[src/rtl/direction_input.sv]
// ---------------------------------------------------------------------------
// direction_input
//   Turns four raw push buttons into a one-hot direction command for the
//   movement block. The command is gated by a small game-state machine with
//   three states: INIT, RUN and HALT.
//
//   Each button goes through the same chain:
//     2-flop synchronizer -> counter-based debouncer -> rising-edge press event
//   When several buttons produce a press event in the same cycle, the winner
//   is chosen with priority Left > Right > Up > Down.
//   The latency from a clean raw edge to the output is
//   2 + DEBOUNCE_CYCLES + 1 clocks.
//
//   Optional feature (macro DIR_STICKY_EN):
//     defined   - the direction is held after the button is released
//     undefined - the direction clears once the selected button's debounced
//                 level falls
//
// Parameters
//   DEBOUNCE_CYCLES : consecutive differing cycles needed to accept a change
//                     (minimum 2)
//
// Ports
//   clk                      : system clock, all state on posedge
//   reset                    : synchronous, active-high
//   btnL/btnU/btnR/btnD      : raw asynchronous buttons, high = pressed
//   start                    : INIT -> RUN
//   ack                      : HALT -> INIT
//   win, lose                : RUN -> HALT (direction cleared)
//   Left/Up/Right/Down       : registered one-hot direction command
//   playing                  : high while in RUN
// ---------------------------------------------------------------------------
module direction_input #(
    parameter int DEBOUNCE_CYCLES = 250000
) (
    input  logic clk,
    input  logic reset,
    input  logic btnL,
    input  logic btnU,
    input  logic btnR,
    input  logic btnD,
    input  logic start,
    input  logic ack,
    input  logic win,
    input  logic lose,
    output logic Left,
    output logic Up,
    output logic Right,
    output logic Down,
    output logic playing
);

    localparam int CW = $clog2(DEBOUNCE_CYCLES + 1);
    // The counter only ever reaches DEBOUNCE_CYCLES-1 before the stable level
    // is updated and the counter is cleared, so it cannot wrap.
    localparam logic [CW-1:0] CNT_LAST = CW'(DEBOUNCE_CYCLES - 1);
    localparam logic [CW-1:0] CNT_ONE  = CW'(1);

    typedef enum logic [1:0] {
        INIT = 2'd0,
        RUN  = 2'd1,
        HALT = 2'd2
    } state_t;

    // Bit order used throughout this module: [0]=Left [1]=Up [2]=Right [3]=Down
    logic [3:0]    raw_s;
    logic [3:0]    sync1_r;
    logic [3:0]    sync2_r;
    logic [3:0]    stable_r;
    logic [3:0]    stable_d_r;
    logic [CW-1:0] cnt_r [4];
    logic [3:0]    press_s;
    logic [3:0]    fall_s;
    logic [3:0]    dir_r;
    logic [3:0]    dir_next_s;
    state_t        state_r;
    state_t        state_next_s;
    logic          playing_r;

    assign raw_s = {btnD, btnR, btnU, btnL};

    // Edge events, computed from the debounced level and its one-cycle delay.
    assign press_s = stable_r & ~stable_d_r;
    assign fall_s  = ~stable_r & stable_d_r;

    // Priority select over simultaneous press events: Left > Right > Up > Down.
    function automatic logic [3:0] pick_press(input logic [3:0] p);
        logic [3:0] sel;
        if (p[0]) begin
            sel = 4'b0001;
        end else if (p[2]) begin
            sel = 4'b0100;
        end else if (p[1]) begin
            sel = 4'b0010;
        end else if (p[3]) begin
            sel = 4'b1000;
        end else begin
            sel = 4'b0000;
        end
        return sel;
    endfunction

    // Synchronizers and per-button debounce counters. These run in every
    // state, so a button that is already held when RUN is entered is
    // already debounced.
    always_ff @(posedge clk) begin
        if (reset) begin
            sync1_r    <= 4'b0000;
            sync2_r    <= 4'b0000;
            stable_r   <= 4'b0000;
            stable_d_r <= 4'b0000;
            for (int i = 0; i < 4; i++) begin
                cnt_r[i] <= '0;
            end
        end else begin
            sync1_r    <= raw_s;
            sync2_r    <= sync1_r;
            stable_d_r <= stable_r;
            for (int i = 0; i < 4; i++) begin
                if (sync2_r[i] != stable_r[i]) begin
                    if (cnt_r[i] == CNT_LAST) begin
                        stable_r[i] <= sync2_r[i];
                        cnt_r[i]    <= '0;
                    end else begin
                        cnt_r[i] <= cnt_r[i] + CNT_ONE;
                    end
                end else begin
                    cnt_r[i] <= '0;
                end
            end
        end
    end

    // Next-state logic and the direction register update.
    always_comb begin
        state_next_s = state_r;
        dir_next_s   = dir_r;
        case (state_r)
            INIT: begin
                dir_next_s = 4'b0000;
                if (start) begin
                    state_next_s = RUN;
                end else begin
                    state_next_s = INIT;
                end
            end
            RUN: begin
                // Entering HALT takes precedence over a press event
                // arriving in the same cycle.
                if (win || lose) begin
                    state_next_s = HALT;
                    dir_next_s   = 4'b0000;
                end else if (|press_s) begin
                    dir_next_s = pick_press(press_s);
                end else begin
`ifdef DIR_STICKY_EN
                    dir_next_s = dir_r;
`else
                    // Only a release of the selected button clears the
                    // command. Other buttons still held stay silent until
                    // they produce a new press event.
                    if (|(dir_r & fall_s)) begin
                        dir_next_s = 4'b0000;
                    end else begin
                        dir_next_s = dir_r;
                    end
`endif
                end
            end
            HALT: begin
                dir_next_s = 4'b0000;
                if (ack) begin
                    state_next_s = INIT;
                end else begin
                    state_next_s = HALT;
                end
            end
            default: begin
                state_next_s = INIT;
                dir_next_s   = 4'b0000;
            end
        endcase
    end

    // State, direction and playing registers.
    always_ff @(posedge clk) begin
        if (reset) begin
            state_r   <= INIT;
            dir_r     <= 4'b0000;
            playing_r <= 1'b0;
        end else begin
            state_r   <= state_next_s;
            dir_r     <= dir_next_s;
            playing_r <= (state_next_s == RUN);
        end
    end

    assign Left    = dir_r[0];
    assign Up      = dir_r[1];
    assign Right   = dir_r[2];
    assign Down    = dir_r[3];
    assign playing = playing_r;

endmodule
[config.mk]
export PLATFORM = sky130hd
export DESIGN_NAME = direction_input
export DESIGN_NICKNAME = d
export VERILOG_FILES = /design/src/rtl/direction_input.sv
export SDC_FILE = /design/constraint.sdc
export NUM_CORES = 1
export LEC_CHECK = 0
export ABC_AREA = 1
export BUFFER_PORTS_ARGS = -buffer_cell sky130_fd_sc_hd__buf_4
export CORE_ASPECT_RATIO = 1.4
export CORE_UTILIZATION = 56
export CTS_CLUSTER_DIAMETER = 120
export CTS_CLUSTER_SIZE = 8
export DETAILED_ROUTE_END_ITERATION = 8
export GPL_TIMING_DRIVEN = 0
export PLACE_DENSITY_LB_ADDON = 0.3
export SLEW_MARGIN = 10
export SYNTH_ARGS = -nofsm -noshare
export SYNTH_HDL_FRONTEND = slang
export SYNTH_SLANG_ARGS = --single-unit
[constraint.sdc]
create_clock -name clk -period 1.6 [get_ports clk]
set_clock_uncertainty 0.1 [all_clocks]
set_input_delay 0.16 -clock clk [delete_from_list [all_inputs] [get_ports clk]]
set_output_delay 0.16 -clock clk [all_outputs]
set_load 0.01 [all_outputs]
# Yosys cells after proc, flatten, opt, wreduce, memory -nomap -nowiden
# Memories as Yosys holds them, arrays and structs flattened.
# Index checks and enable logic that the tools add are counted.
[word_totals] ff_bits=23 word_cells=122 in_bits=10 ramBits=72 mem_count=1 output_inout_bits=5
[memory_table] name="cnt_r" words=4 width=18 read_ports=4 rd_clocked_by_memory_dff=0 wr=4 line="71" text="logic [CW-1:0] cnt_r [4];"
[classes] bitwise=18 add_sub_neg=4 muxes=68 reduce_logical=10 n_eq_ne=11
[op_table] operator="$mux 18" count=12
[op_table] operator="$add 18x1->18 const B" count=4
[op_table] operator="$eq 18x18->1 const B" count=4
[op_table] operator="$mux 1" count=47
[op_table] operator="$mux 4" count=6
[op_table] operator="$and 4x4->4" count=3
[op_table] operator="$or 1x1->1" count=12
[op_table] operator="$not 4->4" count=2
[op_table] operator="$reduce_and 2->1" count=4
[op_table] operator="$reduce_or 4->1" count=2
[op_table] operator="$pmux 2 s3" count=1
[op_table] operator="$eq 2x1->1 const B" count=2
[op_table] operator="$mux 2" count=2
[op_table] operator="$ne 1x1->1" count=4
[op_table] operator="$reduce_or 3->1" count=1
[op_table] operator="$eq 2x2->1 const B" count=1
[op_table] operator="$logic_not 2->1" count=1
[op_table] operator="$reduce_bool 2->1" count=1
[op_table] operator="$logic_or 1x1->1" count=1
[op_table] operator="$not 1->1" count=1

# Longest topological paths before layout
# Gate-level depths: netlist of the first run.
# An unclocked memory read counts as a cell.
[logic_depth] ltp_word=9 depth_mapped=9 ltp_nobuf=8

# Worst setup path after synthesis of the first run
# No wires, ideal clock.
[synth_timing] path_type="register to register" startpoint="mem cnt_r[3][0] (netlist bit)" endpoint="mem cnt_r[3][13] (netlist bit) (data pin)" arrival_time_ns=1.307 t_required_ns=1.246 setup_ns=0.254 path_buffers=1 synth_period_minus_slack_ns=1.661 path_stages_with_launch=10 setup_slack_ns=-0.061 path_cell_list="edfxtp_1 -> ha_1 -> nand2_2 -> nor2_4 -> nand2_2 -> nor2_4 -> nand2_2 -> nand2_4 -> buf_12 -> nor2_2"
[synth_lines] item="start, declared" line="71"

==> impl_metrics.env, run 1 <==
export IMPL_route_antenna_remaining_nets=0
export IMPL_grt_pass1_wl_mm=18.4
export IMPL_setup_slack_ns=-0.0978
export IMPL_finalCriticalPeriod_ns=1.70
export IMPL_row_count=41
export IMPL_rsz0062_at_grt="yes"
export IMPL_ys_top_cells_by_area="edfxtp_1 41%, nand2_1 10%, nor2_1 9.9%"
export IMPL_synth_edf_count=72
export IMPL_diodes=0
export IMPL_synth_top_cell_by_area="edfxtp_1"
export IMPL_die_w_um=83.9
export IMPL_async_reset_ff_share_pct=0
export IMPL_boundaryPins=15
export IMPL_finalSetupTns_ns=-4.13
export IMPL_finalCritPeriodShare_pct=106
export IMPL_area_growth_pct=33.7
export IMPL_ys_ff_latch=95
export IMPL_setup_viol=68
export IMPL_cts_made_buffers=9
export IMPL_crit_required_ns=1.61
export IMPL_avgSynthCellArea_um2=8.05
export IMPL_grt_max_degree=17
export IMPL_grt_pass1_vias=4508
export IMPL_worstSetupPathType="flop to flop"
export IMPL_peakVddDrop_mv=0.653
export IMPL_multiInputGateArea_um2=3010
export IMPL_arrival_ns=1.71
export IMPL_synth_top_area_share_pct=41.1
export IMPL_hold_path_class="input pin to flop"
export IMPL_final_nets=821
export IMPL_routed_via_density=5.24
export IMPL_path_clk_slew_ns=0.07
export IMPL_cts_sinks=95
export IMPL_wire_per_inst_um=13.8
export IMPL_worstSkewPairLatency_ns=0.35
export IMPL_syn_area_um2=5260
export IMPL_fillCellCount=578
export IMPL_drv_cap=0
export IMPL_p_leak_nw=2.72
export IMPL_synth_commonest_cells="146 x nand2_1, 139 x nor2_1, 72 x edfxtp_1"
export IMPL_initialDrtViolationCount=367
export IMPL_gr_total_overflow=0
export IMPL_finalHoldViolations=0
export IMPL_vias=4814
export IMPL_power_density_nw_per_um2=776
export IMPL_grt_total_usage_pct=23.7
export IMPL_yosysWarnings=0
export IMPL_final_cells=919
export IMPL_yosysUniqueCellTypes=31
export IMPL_yosys_most_used_dff="edfxtp_1"
export IMPL_routed_wirelength_mm=12.7
export IMPL_antenna_found_initial=0
export IMPL_layout_drive_gt1_share_pct=25.7
export IMPL_port_buffers=14
export IMPL_final_util_pct=77.4
export IMPL_dp_cells=845
export IMPL_core_area_um2=9080
export IMPL_initial_core_util_pct=57.9
export IMPL_ys_seq_area_share_pct=49.9
export IMPL_fmax_ghz=0.589
export IMPL_dr_pass1_iters=5
export IMPL_start_kind="flop"
export IMPL_fp_dieH_um=117
export IMPL_clockBufferDepth=2
export IMPL_root_buffer="clkbuf_16"
export IMPL_run_status="finished, violations left"
export IMPL_dieArea_um2=9790
export IMPL_worstPathMaxFanout=5
export IMPL_cts_tree="yes"
export IMPL_violations="setup timing"
export IMPL_syn_inst=653
export IMPL_seq_area_um2=2620
export IMPL_drc_errors=0
export IMPL_gp_congestion=0.873
export IMPL_critPathCaptureType="flop"
export IMPL_ctsHtreeMaxLevel=3
export IMPL_hpwl_mm=7.34
export IMPL_synth_most_common_cell="nand2_1"
export IMPL_slew_violations=0
cells in the final DEF, fill, tap and decap left out, drive strengths merged:
master,Yosys,final
nor3,5,5
clkinv,0,3
buf,4,70
o21ai,20,20
a211oi,1,1
nand3,46,46
nand2,156,156
ha,4,4
inv,72,74
conb,1,72
edfxtp,72,72
xor2,22,22
or2,9,9
nand4,12,12
and3,1,1
dfxtp,23,23
dlygate4sd3,0,5
clkbuf,1,13
o21bai,3,3
xnor2,4,4
nor2,155,155
a21oi,42,42
critical path, stage by stage (launching register included):
cell and delay [ns]:
edfxtp_1 0.48, nor2_1 0.16, nand3_1 0.13, nor2_2 0.16, nand3_4 0.11, nand2_4 0.12
buf_8 0.15, nor2_2 0.04
per-stage QoR:
step           area [um^2]  hold WS [ns]  worst slack [ns]  power (W)
2_1_floorplan         5550         0.131           -0.0452    0.00306
3_3_place_gp          5790         0.276            -0.243    0.00313
3_5_place_dp          5790         0.269            -0.275    0.00315
4_1_cts               6520       0.00640           -0.0724    0.00537
5_1_grt               7030        0.0436            -0.172    0.00561
6_report              7030       0.00796           -0.0978    0.00545
state kept, by name, indices dropped and copies added, names as in the netlist:
register	cells
playing	1
stable_d_r	4
sync1_r	4
cnt_r	72
state_r	2
dir_r	4
stable_r	4
sync2_r	4
path summary, 6_finish.rpt:
path | start | endpoint | slack [ns] | cells after the start
max | cnt_r[1][8] | cnt_r[1][2] | -0.1 | 7
min reg2reg | sync1_r[3] | sync2_r[3] | 0.31 | 2
max reg2reg | cnt_r[1][8] | cnt_r[1][2] | -0.1 | 7
min | start | playing | 0.008 | 3
where the power goes:
part | internal [W] | leakage (nW) | switching (W)
Clock | 0.00125 | 0.157 | 0.000961
Sequential | 0.00274 | 0.931 | 0.000104
Combinational | 0.000163 | 1.63 | 0.000231
Total | 0.00415 | 2.72 | 0.00130
cell type report:
cell class / instances / area share (%)
Timing Repair Buffer: 72 / 8.81
Inverter: 72 / 3.85
Buffer: 5 / 0.873
Tap cell: 107 / 1.91
Clock inverter: 5 / 0.499
Multi-Input combinational cell: 552 / 42.8
Sequential cell: 95 / 37.3
Clock buffer: 11 / 3.92
repair_timing:
action,in CTS,in global routing
pin swaps,20,15
hold endpoints to repair,7,0
hold buffers,5,0
setup endpoints to repair,71,74
setup buffers,27,23
resized for setup,40,83
cloned,2,2
layer usage:
metal  track usage [%]  wire (um)  vias up
met3              3.89        552       39
li1                  -          -     2355
met2              44.8       6820      146
met5                 0          0        -
met4              14.3        355        0
met1              24.7       4990     2274
cells by family after synthesis:
kind of cell               after synthesis  synth area share (%)
AOI/OAI and AO/OA                       66                  6.76
and+or+nand+nor                        384                  31.8
adders and majority gates                4                 0.952
xor gates and xnor gates                26                  4.33
other                                    1                0.0713
DFF                                     95                  49.9
buffers and inverters                   77                  6.24
(Power assumes the default switching activity.)
==> run 2, diff against run 1 <==
- ABC_AREA: 1 -> 0
==> run 2 against run 1 <==
Critical path type unchanged. Largest cell class unchanged. Hold slack better by 0.016 ns. Setup slack got worse by 0.36 ns. Core utilization increased by 3.2 points. Via count down 13%. The flow still finishes with violations (setup timing). Critical path depth shrank 2. Sequential power hardly changed. First-iteration DRC count shrank 37%. Cell count down 20%.
==> impl_metrics.env, run 2 <==
export IMPL_fmax_ghz=0.486
export IMPL_slew_violations=0
export IMPL_final_area_um2=6690
export IMPL_core_area_um2=8300
export IMPL_ys_ff_latch=95
export IMPL_path_clk_slew_ns=0.07
export IMPL_area_growth_pct=37.7
export IMPL_gr_total_overflow=0
export IMPL_synth_most_common_cell="nor2_1"
export IMPL_synth_commonest_cells="91 x nor2_1, 72 x edfxtp_1, 55 x xnor2_1"
export IMPL_die_w_um=80.7
export IMPL_synth_xor_area_share_pct=11.2
export IMPL_final_nets=640
export IMPL_initial_core_util_pct=58.5
export IMPL_min_to="state_r[0]"
export IMPL_grt_pass1_vias=3822
export IMPL_yosysUniqueCellTypes=42
export IMPL_syn_inst=458
export IMPL_reg2reg_to="cnt_r[3][16]"
export IMPL_synth_top_area_share_pct=44.5
export IMPL_grt_total_usage_pct=25.6
export IMPL_grt_max_degree=15
export IMPL_p_leak_nw=2.39
export IMPL_path_cells="nor4b_2, nand4_1, o21ai_4, buf_6, nor2_1"
export IMPL_peakVddDrop_mv=0.599
export IMPL_vias=4180
export IMPL_dieArea_um2=9050
export IMPL_max_slew_margin_pct=66.0
export IMPL_gp_congestion=0.823
export IMPL_synth_edf_count=72
export IMPL_rsz0062_at_grt="yes"
export IMPL_dr_pass1_iters=7
export IMPL_run_status="finished, violations left"
export IMPL_avgSynthCellArea_um2=10.6
export IMPL_reg2reg_slack_ns=-0.46
export IMPL_row_count=39
export IMPL_finalCritPeriodShare_pct=129
export IMPL_worstSetupPathType="flop to flop"
export IMPL_hp_start="start"
export IMPL_drv_cap=0
export IMPL_yosys_most_used_dff="edfxtp_1"
export IMPL_arrival_ns=2.06
export IMPL_ys_seq_area_share_pct=54.0
export IMPL_hold_depth=3
export IMPL_synth_top_cell_by_area="edfxtp_1"
export IMPL_synth_compound_area_share_pct=3.99
export IMPL_power_density_nw_per_um2=788
export IMPL_setup_slack_ns=-0.460
export IMPL_slowest_delay_ns=0.50
export IMPL_layout_drive_gt1_share_pct=30.0
export IMPL_start_kind="flop"
export IMPL_ys_top_cells_by_area="edfxtp_1 45%, xnor2_1 9.9%, dfxtp_1 9.5%"
export IMPL_drc_errors=0
export IMPL_fp_dieH_um=112
export IMPL_largest_reg_flops=72
export IMPL_boundaryPins=15
export IMPL_cts_made_buffers=9
export IMPL_crit_required_ns=1.60
export IMPL_route_antenna_remaining_nets=0
export IMPL_hold_path_class="input pin to flop"
export IMPL_finalSetupTns_ns=-26.00
export IMPL_diodes=0
export IMPL_cts_tree="yes"
export IMPL_clockBufferDepth=2
export IMPL_ctsHtreeMaxLevel=3
export IMPL_async_reset_ff_share_pct=0
export IMPL_finalCriticalPeriod_ns=2.06
export IMPL_dp_cells=645
export IMPL_critPathCaptureType="flop"
export IMPL_violations="setup timing"
export IMPL_r2r_start="cnt_r[3][11]"
export IMPL_wire_per_inst_um=17.1
export IMPL_ff2ff_path_depth=5
export IMPL_largest_register="cnt_r"
export IMPL_layout_common_cells="72 x edfxtp_1, 72 x conb_1, 72 x buf_4"
export IMPL_dp_slack_ns=-0.532
export IMPL_synth_mux_area_share_pct=0.438
export IMPL_worst_slew_pin_slew_ns=0.509
export IMPL_synthAdderAreaFrac_pct=1.03
export IMPL_cp_slowest_cell="edfxtp_1"
export IMPL_antenna_found_initial=0
export IMPL_routed_via_density=5.70
export IMPL_synth_top_family_by_area="simple AND/OR/NAND/NOR gates"
export IMPL_yosysWarnings=0
export IMPL_root_buffer="clkbuf_16"
export IMPL_final_cells=733
export IMPL_port_buffers=14
export IMPL_placed_area_um2=5450
export IMPL_hpwl_mm=6.47
export IMPL_yosys_area_share_simple_pct=27.0
export IMPL_finalHoldViolations=0
export IMPL_routed_wirelength_mm=12.6
export IMPL_cts_sinks=95
export IMPL_worstPathMaxFanout=5
export IMPL_worstSkewPairLatency_ns=0.35
export IMPL_setup_viol=75
export IMPL_initialDrtViolationCount=231
export IMPL_syn_area_um2=4850
export IMPL_grt_pass1_wl_mm=17.6
run 2: worst max-delay path by stage:
stage            startpoint            to  slack [ns]
6_report       cnt_r[3][11]  cnt_r[3][16]       -0.46
5_1_grt        cnt_r[3][11]  cnt_r[3][14]       -0.53
4_1_cts         cnt_r[2][5]  cnt_r[2][17]       -0.37
3_5_place_dp    cnt_r[0][5]  cnt_r[0][11]       -0.53
3_3_place_gp    cnt_r[0][5]  cnt_r[0][14]       -0.51
2_1_floorplan   cnt_r[0][5]  cnt_r[0][10]       -0.34
run 2: per-layer routing:
metal / routed length [um] / GRT usage, %
met5: 0 / 0
met4: 476 / 13.0
met3: 670 / 4.80
met2: 6640 / 44.2
met1: 4770 / 29.8
run 2: report_power, final:
group	internal, W	leakage (nW)	switching (W)	total [W]
Sequential	0.00274	0.930	0.000107	0.00285
Clock	0.00114	0.134	0.000874	0.00201
Combinational	0.000190	1.32	0.000215	0.000405
Total	0.00407	2.39	0.00120	0.00527
run 2: logic make-up after synthesis:
family,after synthesis
AO/OA/AOI/OAI,26
adder cells (fa/ha/maj),4
buffers and inverters,23
flip-flops,95
AND/OR/NAND/NOR,245
other,1
XOR/XNOR,62
multiplexers,2
run 2: stage by stage:
step | util, % | power (W) | hold slack [ns]
final | 80.6 | 0.00527 | 0.0239
after global routing | 80.6 | 0.00542 | 0.0519
after CTS | 75.9 | 0.00520 | 0.0221
after detailed placement | 65.7 | 0.00314 | 0.274
after global placement | 65.7 | 0.00313 | 0.275
after floorplan | - | 0.00306 | 0.188
run 2: area by class of cell:
| class | instances | area (um^2) |
|---|---|---|
| multi-input combinational | 411 | 2820 |
| sequential | 95 | 2620 |
| fill | 460 | 1610 |
| timing repair buffer | 88 | 728 |
| clock buffer | 15 | 268 |
| tap | 102 | 128 |
| buffer | 6 | 56.3 |
| inverter | 15 | 56.3 |
| clock inverter | 1 | 5.00 |
run 2: repair_timing:
action / CTS / global route
endpoints found under the setup margin: 75 / 75
hold buffers: 4 / 0
cloned: 2 / 0
pin swaps: 25 / 12
setup buffers: 43 / 25
hold endpoints to repair: 4 / 0
resized for setup: 47 / 51
run 2: critical path, delay by kind of cell (launching register included):
kind	cells	cell delay, ns
buffers and inverters	1	0.18
flip-flops	1	0.50
AO/OA/AOI/OAI	1	0.29
AND/OR/NAND/NOR	3	0.72
